$ cat src/rtl/dmem_arb_pkg.sv
// Shared state encoding and default sizes for the data-memory arbiter.
package dmem_arb_pkg;

    localparam int unsigned ARB_ADDR_W    = 32;
    localparam int unsigned ARB_DATA_W    = 32;
    localparam int unsigned ARB_MAX_BURST = 4;

    typedef enum logic [1:0] {
        S_CORE_PRI  = 2'd0,
        S_DBG_PRI   = 2'd1,
        S_DBG_BURST = 2'd2
    } arb_state_t;

endpackage

$ cat src/rtl/dmem_arb_fsm.sv
// Round-robin grant decode between core and debug requesters.
// Optional bounded debug bursts under contention: define ARB_DBG_BURST_EN.
module dmem_arb_fsm
    import dmem_arb_pkg::*;
#(
    parameter int unsigned MAX_BURST = ARB_MAX_BURST
) (
    input  logic clk,
    input  logic rst,
    input  logic core_req,
    input  logic dbg_req,
    output logic core_gnt,
    output logic dbg_gnt
);

    if (MAX_BURST < 1) begin : g_bad_max_burst
        $error("dmem_arb_fsm: MAX_BURST must be >= 1");
    end

    arb_state_t r_state;
    arb_state_t w_state_nxt;

`ifdef ARB_DBG_BURST_EN
    localparam int unsigned CNT_W = $clog2(MAX_BURST + 1);
    // Count value held while the final grant of a burst is being issued.
    localparam logic [CNT_W-1:0] BURST_LAST = CNT_W'(MAX_BURST - 1);

    logic [CNT_W-1:0] r_burst_cnt;
    logic [CNT_W-1:0] w_burst_cnt_nxt;
`endif

    always_ff @(posedge clk) begin
        if (rst) begin
            r_state <= S_CORE_PRI;
`ifdef ARB_DBG_BURST_EN
            r_burst_cnt <= '0;
`endif
        end else begin
            r_state <= w_state_nxt;
`ifdef ARB_DBG_BURST_EN
            r_burst_cnt <= w_burst_cnt_nxt;
`endif
        end
    end

    always_comb begin
        core_gnt    = 1'b0;
        dbg_gnt     = 1'b0;
        w_state_nxt = r_state;
`ifdef ARB_DBG_BURST_EN
        w_burst_cnt_nxt = r_burst_cnt;
`endif
        if (!rst) begin
            if (core_req && dbg_req) begin
                case (r_state)
                    S_DBG_PRI: begin
                        dbg_gnt = 1'b1;
`ifdef ARB_DBG_BURST_EN
                        if (BURST_LAST == '0) begin
                            w_state_nxt     = S_CORE_PRI;
                            w_burst_cnt_nxt = '0;
                        end else begin
                            w_state_nxt     = S_DBG_BURST;
                            w_burst_cnt_nxt = CNT_W'(1);
                        end
`else
                        w_state_nxt = S_CORE_PRI;
`endif
                    end
`ifdef ARB_DBG_BURST_EN
                    S_DBG_BURST: begin
                        dbg_gnt = 1'b1;
                        if (r_burst_cnt >= BURST_LAST) begin
                            w_state_nxt     = S_CORE_PRI;
                            w_burst_cnt_nxt = '0;
                        end else begin
                            w_burst_cnt_nxt = r_burst_cnt + CNT_W'(1);
                        end
                    end
`endif
                    default: begin
                        core_gnt    = 1'b1;
                        w_state_nxt = S_DBG_PRI;
`ifdef ARB_DBG_BURST_EN
                        w_burst_cnt_nxt = '0;
`endif
                    end
                endcase
            end else begin
                core_gnt = core_req;
                dbg_gnt  = dbg_req;
`ifdef ARB_DBG_BURST_EN
                // A lone core access or idle cycle ends the burst but keeps debug next in line.
                if ((r_state == S_DBG_BURST) && !dbg_req) begin
                    w_state_nxt     = S_DBG_PRI;
                    w_burst_cnt_nxt = '0;
                end
`endif
            end
        end
    end

endmodule

$ cat src/rtl/dmem_arbiter.sv
// Shares the data-memory port between the core load/store path and the debug port.
// Optional bounded debug bursts: define ARB_DBG_BURST_EN.
module dmem_arbiter
    import dmem_arb_pkg::*;
#(
    parameter int unsigned ADDR_W    = ARB_ADDR_W,
    parameter int unsigned DATA_W    = ARB_DATA_W,
    parameter int unsigned MAX_BURST = ARB_MAX_BURST
) (
    input  logic              clk,
    input  logic              rst,
    input  logic              core_req,
    input  logic              core_we,
    input  logic [ADDR_W-1:0] core_addr,
    input  logic [DATA_W-1:0] core_wdata,
    output logic [DATA_W-1:0] core_rdata,
    output logic              core_stall,
    input  logic              dbg_req,
    input  logic              dbg_we,
    input  logic [ADDR_W-1:0] dbg_addr,
    input  logic [DATA_W-1:0] dbg_wdata,
    output logic              dbg_gnt,
    output logic [DATA_W-1:0] dbg_rdata,
    output logic              dbg_rvalid,
    output logic [ADDR_W-1:0] mem_a,
    output logic [DATA_W-1:0] mem_wd,
    output logic              mem_we,
    input  logic [DATA_W-1:0] mem_rd
);

    logic              w_core_gnt;
    logic              w_dbg_gnt;
    logic [DATA_W-1:0] r_dbg_rdata;
    logic              r_dbg_rvalid;

    dmem_arb_fsm #(
        .MAX_BURST (MAX_BURST)
    ) u_fsm (
        .clk      (clk),
        .rst      (rst),
        .core_req (core_req),
        .dbg_req  (dbg_req),
        .core_gnt (w_core_gnt),
        .dbg_gnt  (w_dbg_gnt)
    );

    // The core side is the idle default, so its store only lands when actually granted.
    always_comb begin
        if (w_dbg_gnt) begin
            mem_a  = dbg_addr;
            mem_wd = dbg_wdata;
            mem_we = dbg_we;
        end else begin
            mem_a  = core_addr;
            mem_wd = core_wdata;
            mem_we = w_core_gnt & core_we;
        end
    end

    always_ff @(posedge clk) begin
        if (rst) begin
            r_dbg_rdata  <= '0;
            r_dbg_rvalid <= 1'b0;
        end else begin
            r_dbg_rvalid <= w_dbg_gnt & ~dbg_we;
            if (w_dbg_gnt && !dbg_we) begin
                r_dbg_rdata <= mem_rd;
            end
        end
    end

    assign core_rdata = mem_rd;
    assign core_stall = core_req & ~w_core_gnt;
    assign dbg_gnt    = w_dbg_gnt;
    assign dbg_rdata  = r_dbg_rdata;
    assign dbg_rvalid = r_dbg_rvalid;

endmodule

$ cat config.mk
export PLATFORM = sky130hd
export DESIGN_NAME = dmem_arbiter
export DESIGN_NICKNAME = d
export VERILOG_FILES = /design/src/rtl/dmem_arb_pkg.sv /design/src/rtl/dmem_arb_fsm.sv /design/src/rtl/dmem_arbiter.sv
export SDC_FILE = /design/constraint.sdc
export NUM_CORES = 1
export LEC_CHECK = 0
export ABC_CLOCK_PERIOD_IN_PS = 1900
export CORE_AREA = 3 3 114 116
export DETAILED_ROUTE_END_ITERATION = 10
export DIE_AREA = 0 0 117 119
export GPL_ROUTABILITY_DRIVEN = 1
export HOLD_SLACK_MARGIN = 0.12
export PLACE_DENSITY_LB_ADDON = 0.25
export SLEW_MARGIN = 10
export SYNTH_ARGS = -nofsm -noshare
export SYNTH_HDL_FRONTEND = slang
export SYNTH_SLANG_ARGS = --single-unit
$ cat constraint.sdc
create_clock -name clk -period 1.9 [get_ports clk]
set_clock_uncertainty 0.2 [all_clocks]
set_input_delay 0.38 -clock clk [delete_from_list [all_inputs] [get_ports clk]]
set_output_delay 0.38 -clock clk [all_outputs]
set_load 0.01 [all_outputs]
==> results.json, run 1 <==
{
  "synth_area_leader_cell": "mux2_2",
  "cts_buffers": 5,
  "start_util_pct": 21.2,
  "worst-setup-path-type": "in -> out",
  "cp.required_ns": 1.32,
  "final_nets": 745,
  "synth.avg_cell_area_um2": 9.54,
  "dieArea_mm2": 0.0139,
  "track_usage_pct": 18.9,
  "via_count": 3236,
  "slew_headroom_pct": 75.7,
  "cts_root_buffer": "clkbuf_16",
  "status": "complete, but fails checks",
  "holdBufCountCts": 0,
  "maxSlewViolCount": 0,
  "grt_pass1_wl_mm": 20.1,
  "antenna_found_initial": 0,
  "cp_max_fo": 5,
  "synth_top_area_share_pct": 28.3,
  "drc_errors": 0,
  "worst_slew_pin_slew_ns": 0.360,
  "dieHeight_um": 119,
  "htree_levels": 2,
  "post-place-ws_ns": -0.905,
  "leakage_nw": 2.80,
  "avgRoutedWirePerCell_um": 19.2,
  "drt-total-wl_mm": 14.0,
  "synthArstFlopShare_pct": 0,
  "netlist_area_mm2": 0.00255,
  "cts.sinks": 34,
  "grt_max_degree": 40,
  "synth_nets": 433,
  "drtPass1Iterations": 4,
  "syn_to_final_growth_pct": 145,
  "synth_area_leaders": "mux2_2, dfxtp_1, o311ai_0",
  "startpoint_type": "primary input",
  "synth_edf_count": 0,
  "die_x_um": 117,
  "total_power_w": 0.00297,
  "hold_viol": 0,
  "powerDensity_mw_per_mm2": 477,
  "io_pins": 298,
  "avgViaCountPerCell": 4.46,
  "yosysWarnings": 0,
  "antenna_left": 0,
  "finalCritPeriodShare_pct": 121,
  "drt_iter0_markers": 120,
  "hpwlAfterDp_mm": 10.9,
  "synth_common_cells": "mux2_2, dfxtp_1, inv_1, buf_4, o31ai_1",
  "clk_pin_slew_ns": 0.06,
  "clockBufferDepth": 2,
  "syn_inst": 267,
  "grt_pass1_vias": 3434,
  "ys_ff_latch": 34,
  "gp_congestion": 0.900,
  "fmax_mhz": 435,
  "worst_setup_path_end_kind": "output pin",
  "maxCapViolCount": 0,
  "ir_drop_uv": 415,
  "setup_violations": 66,
  "worst_slack_ns": -0.398,
  "port_buffers": 297,
  "grt_overflow": 0,
  "crit_arrival_ns": 1.72,
  "cts_tree": "yes",
  "violations": "setup timing",
  "clock_latency_ns": 0.27,
  "rows": 40,
  "fin_util_pct": 51.9,
  "coreArea_mm2": 0.0120,
  "fillers": 1111,
  "fin_crit_ns": 2.30,
  "synth_ff_type": "dfxtp_1",
  "antenna_cells": 0,
  "yosysMostFrequentCell": "mux2_2",
  "rsz0062_at_grt": "true",
  "ys_types": 21,
  "ys_seq_area_share_pct": 26.7,
  "hold_class": "reg -> reg",
  "drive_above_1_share_pct": 36.3
}
final timing paths:
path	startpoint	end	slack, ns	depth (start not counted)
worst max-delay path	rst	mem_wd[31]	-0.40	8
worst min-delay path	dbg_rdata[13]	dbg_rdata[13]	0.28	2
worst max register to register	u_fsm.r_state[0]	dbg_rdata[11]	0.15	7
worst min register to register	dbg_rdata[13]	dbg_rdata[13]	0.28	2
registers in the layout, indices dropped and copies added, names as in the netlist:
signal	count
u_fsm.r_state	1
dbg_rdata	32
dbg_rvalid	1
cell usage in the layout (no fill, tap or decap), types with 2 or more instances in the layout:
cell,count
buf_12,10
buf_16,4
buf_2,23
buf_4,47
buf_6,42
clkbuf_16,6
clkdlybuf4s15_2,5
clkdlybuf4s50_1,194
dfxtp_1,33
dlygate4sd2_1,35
inv_1,34
mux2_2,34
mux2_4,30
nand2_1,2
nand3_1,2
nor2_1,2
o311ai_0,30
o311ai_1,2
o31ai_1,31
report_power, final:
| part | leakage (nW) | switching [W] | total, W | internal (W) |
|---|---|---|---|---|
| Clock | 0.0829 | 0.000298 | 0.000945 | 0.000647 |
| Sequential | 0.277 | 0.0000148 | 0.000759 | 0.000745 |
| Combinational | 2.44 | 0.000450 | 0.00127 | 0.000818 |
routing by layer:
layer | global-route usage (%) | routed length, µm | share of wire [%]
met1 | 24.7 | 5680 | 41
met2 | 30.9 | 6820 | 49
met3 | 6.00 | 1330 | 9.5
met4 | 2.72 | 131 | 0.94
met5 | 0 | 0 | 0
through the flow:
stage / std cells / TNS (ns) / area [µm²] / hold slack, ns
floorplan: 267 / 0 / 2550 / 0.252
global placement: 700 / -63.70 / 5710 / 0.268
detailed placement: 700 / -66.20 / 5710 / 0.280
CTS: 724 / -21.10 / 6140 / 0.283
global route: 726 / -23.23 / 6240 / 0.309
finish: 726 / -20.26 / 6240 / 0.279
repair_timing:
item	CTS	global route
setup endpoints to repair	101	67
resized for setup	362	22
cloned	6	1
setup buffers	11	2
pin swaps	1	1
cell families (layout without fill, tap and decap cells):
kind of cell	after synthesis	in the layout	synth area share, %
AOI/OAI and AO/OA	66	66	21.1
xor gates and xnor gates	1	1	0.344
buffers and inverters	93	405	21.2
DFF	34	34	26.7
muxes	64	64	28.3
and+or+nand+nor	9	9	2.31
critical path: stages:
cell	delay (ns)
dlygate4sd2_1	0.26
inv_2	0.09
nand3_4	0.10
buf_12	0.16
buf_12	0.13
buf_16	0.14
mux2_4	0.33
buf_6	0.13
layout make-up:
cell class | instances | area (µm²) | share of cell area [%]
multi-input combinational | 140 | 1450 | 23.2
clock inverter | 1 | 30.0 | 0.481
inverter | 35 | 131 | 2.11
timing repair buffer | 363 | 3620 | 58.1
sequential | 34 | 682 | 10.9
clock buffer | 6 | 139 | 2.23
tap | 147 | 184 | 2.95
No activity file was read; power rests on OpenSTA's default activity.
==> run 2: changes to the inputs <==
--- a/config.mk
+++ b/config.mk
@@ -6,9 +6,9 @@
 export NUM_CORES = 1
 export LEC_CHECK = 0
 export ABC_CLOCK_PERIOD_IN_PS = 1900
-export CORE_AREA = 3 3 114 116
+export CORE_AREA = 2 2 116 118
 export DETAILED_ROUTE_END_ITERATION = 10
-export DIE_AREA = 0 0 117 119
+export DIE_AREA = 0 0 118 120
 export GPL_ROUTABILITY_DRIVEN = 1
 export HOLD_SLACK_MARGIN = 0.12
 export PLACE_DENSITY_LB_ADDON = 0.25
==> results.json, run 2 (synthesized netlist as in run 1, its figures left out) <==
{
  "hp-start": "dbg_we",
  "largest_register_ffs": 32,
  "clockBufferDepth": 2,
  "hold_class": "in -> reg",
  "mostFrequentLayoutCell": "clkdlybuf4s50_1",
  "finalCritPeriodShare_pct": 120,
  "grt_pass1_wl_mm": 19.0,
  "worstReg2RegStart": "u_fsm.r_state[0]",
  "rsz0062_at_grt": "true",
  "hold_viol": 0,
  "start_util_pct": 19.6,
  "worst_slack_ns": -0.372,
  "drt-total-wl_mm": 13.1,
  "setup_violations": 65,
  "worst_slew_pin_slew_ns": 0.408,
  "drtPass1Iterations": 4,
  "leakage_nw": 2.59,
  "grt_max_degree": 64,
  "antenna_found_initial": 1,
  "dieHeight_um": 120,
  "via_count": 3175,
  "status": "complete, but fails checks",
  "post_dp_cell_area_mm2": 0.00568,
  "cp.required_ns": 1.32,
  "fin_util_pct": 46.4,
  "hpwlAfterDp_mm": 10.4,
  "layout_common_cells": "clkdlybuf4s50_1, mux2_2, buf_6",
  "die_x_um": 118,
  "drc_errors": 0,
  "powerDensity_mw_per_mm2": 479,
  "whs_path_depth": 2,
  "cp_max_fo": 7,
  "fin_area_mm2": 0.00602,
  "slew_headroom_pct": 72.8,
  "whs_ns": 0.149,
  "drt_iter0_markers": 168,
  "maxCapViolCount": 0,
  "worst_setup_path_end_kind": "output pin",
  "worst-setup-path-type": "reg -> out",
  "cts_buffers": 5,
  "regToRegSetupSlack_ns": 0.20,
  "crit_arrival_ns": 1.69,
  "violations": "setup timing",
  "cts.sinks": 34,
  "total_power_w": 0.00289,
  "avgViaCountPerCell": 4.27,
  "syn_to_final_growth_pct": 136,
  "fin_crit_ns": 2.27,
  "clk_pin_slew_ns": 0.06,
  "port_buffers": 297,
  "io_pins": 298,
  "gp_congestion": 0.898,
  "ff2ff_path_depth": 6,
  "dieArea_mm2": 0.0142,
  "grt_pass1_vias": 3267,
  "maxSlewViolCount": 0,
  "grt_overflow": 0,
  "clock_latency_ns": 0.27,
  "final_nets": 732,
  "antenna_cells": 0,
  "antenna_left": 0,
  "htree_levels": 2,
  "cts_tree": "yes",
  "coreArea_mm2": 0.0130,
  "ir_drop_uv": 342,
  "holdPathEnd": "dbg_rdata[12]",
  "rows": 42,
  "fmax_mhz": 440,
  "cts_root_buffer": "clkbuf_16",
  "startpoint_type": "flip-flop",
  "avgRoutedWirePerCell_um": 17.7,
  "drive_above_1_share_pct": 35.1,
  "track_usage_pct": 17.5,
  "rr_endpoint": "dbg_rdata[19]"
}
-- run 2: report_power, final --
group	total, W	leakage [nW]	internal (W)	switching [W]
logic	0.00120	2.23	0.000767	0.000437
clock network	0.000923	0.0771	0.000619	0.000304
registers	0.000759	0.277	0.000745	0.0000146
-- run 2: repair_timing --
item / CTS / global route
buffers inserted: 10 / 5
resized for setup: 362 / 24
endpoints found under the setup margin: 99 / 66
pin swaps: 1 / 2
hold buffers: 0 / 0
gates cloned: 3 / 0
-- run 2: per-stage QoR --
step | worst slack, ns | std cells | setup TNS [ns]
2_1_floorplan | 0.148 | 267 | 0
3_3_place_gp | -0.920 | 721 | -67.20
3_5_place_dp | -0.942 | 721 | -69.91
4_1_cts | -0.416 | 742 | -21.44
5_1_grt | -0.426 | 743 | -22.48
6_report | -0.372 | 743 | -18.46
-- run 2: worst max-delay path by stage --
| stage | from | endpoint |
|---|---|---|
| 2_1_floorplan | u_fsm.r_state[0] | mem_a[29] |
| 5_1_grt | u_fsm.r_state[0] | mem_a[22] |
| 3_3_place_gp | core_req | mem_a[7] |
| 4_1_cts | u_fsm.r_state[0] | mem_wd[10] |
| 6_report | u_fsm.r_state[0] | mem_a[22] |
| 3_5_place_dp | core_req | mem_a[3] |
-- run 2: per-layer routing --
layer / global-route usage [%] / wire (µm) / share of wire, % / vias to the layer above
met1: 20.4 / 5180 / 39 / 1437
li1: - / - / - / 1563
met3: 8.60 / 1430 / 11 / 13
met2: 28.9 / 6350 / 48 / 160
met4: 3.92 / 153 / 1.2 / 2
met5: 0 / 12 / 0.091 / -
-- run 2: final cells by class --
cell class              count  area (µm²)
flip-flops and latches     34         682
well taps                 176         220
fillers                  1248        6960
clock buffers               6         129
repair buffers            350        3450
inverters                  35         131
multi-input cells         140        1370
clock inverters             2        37.5
-- run 2: worst max-delay path: stages (launching register included) --
cell and delay [ns]:
dfxtp_2 0.33, nand2b_4 0.13, nand3_4 0.11, buf_12 0.16
buf_12 0.13, buf_16 0.14, mux2_4 0.30, buf_6 0.12
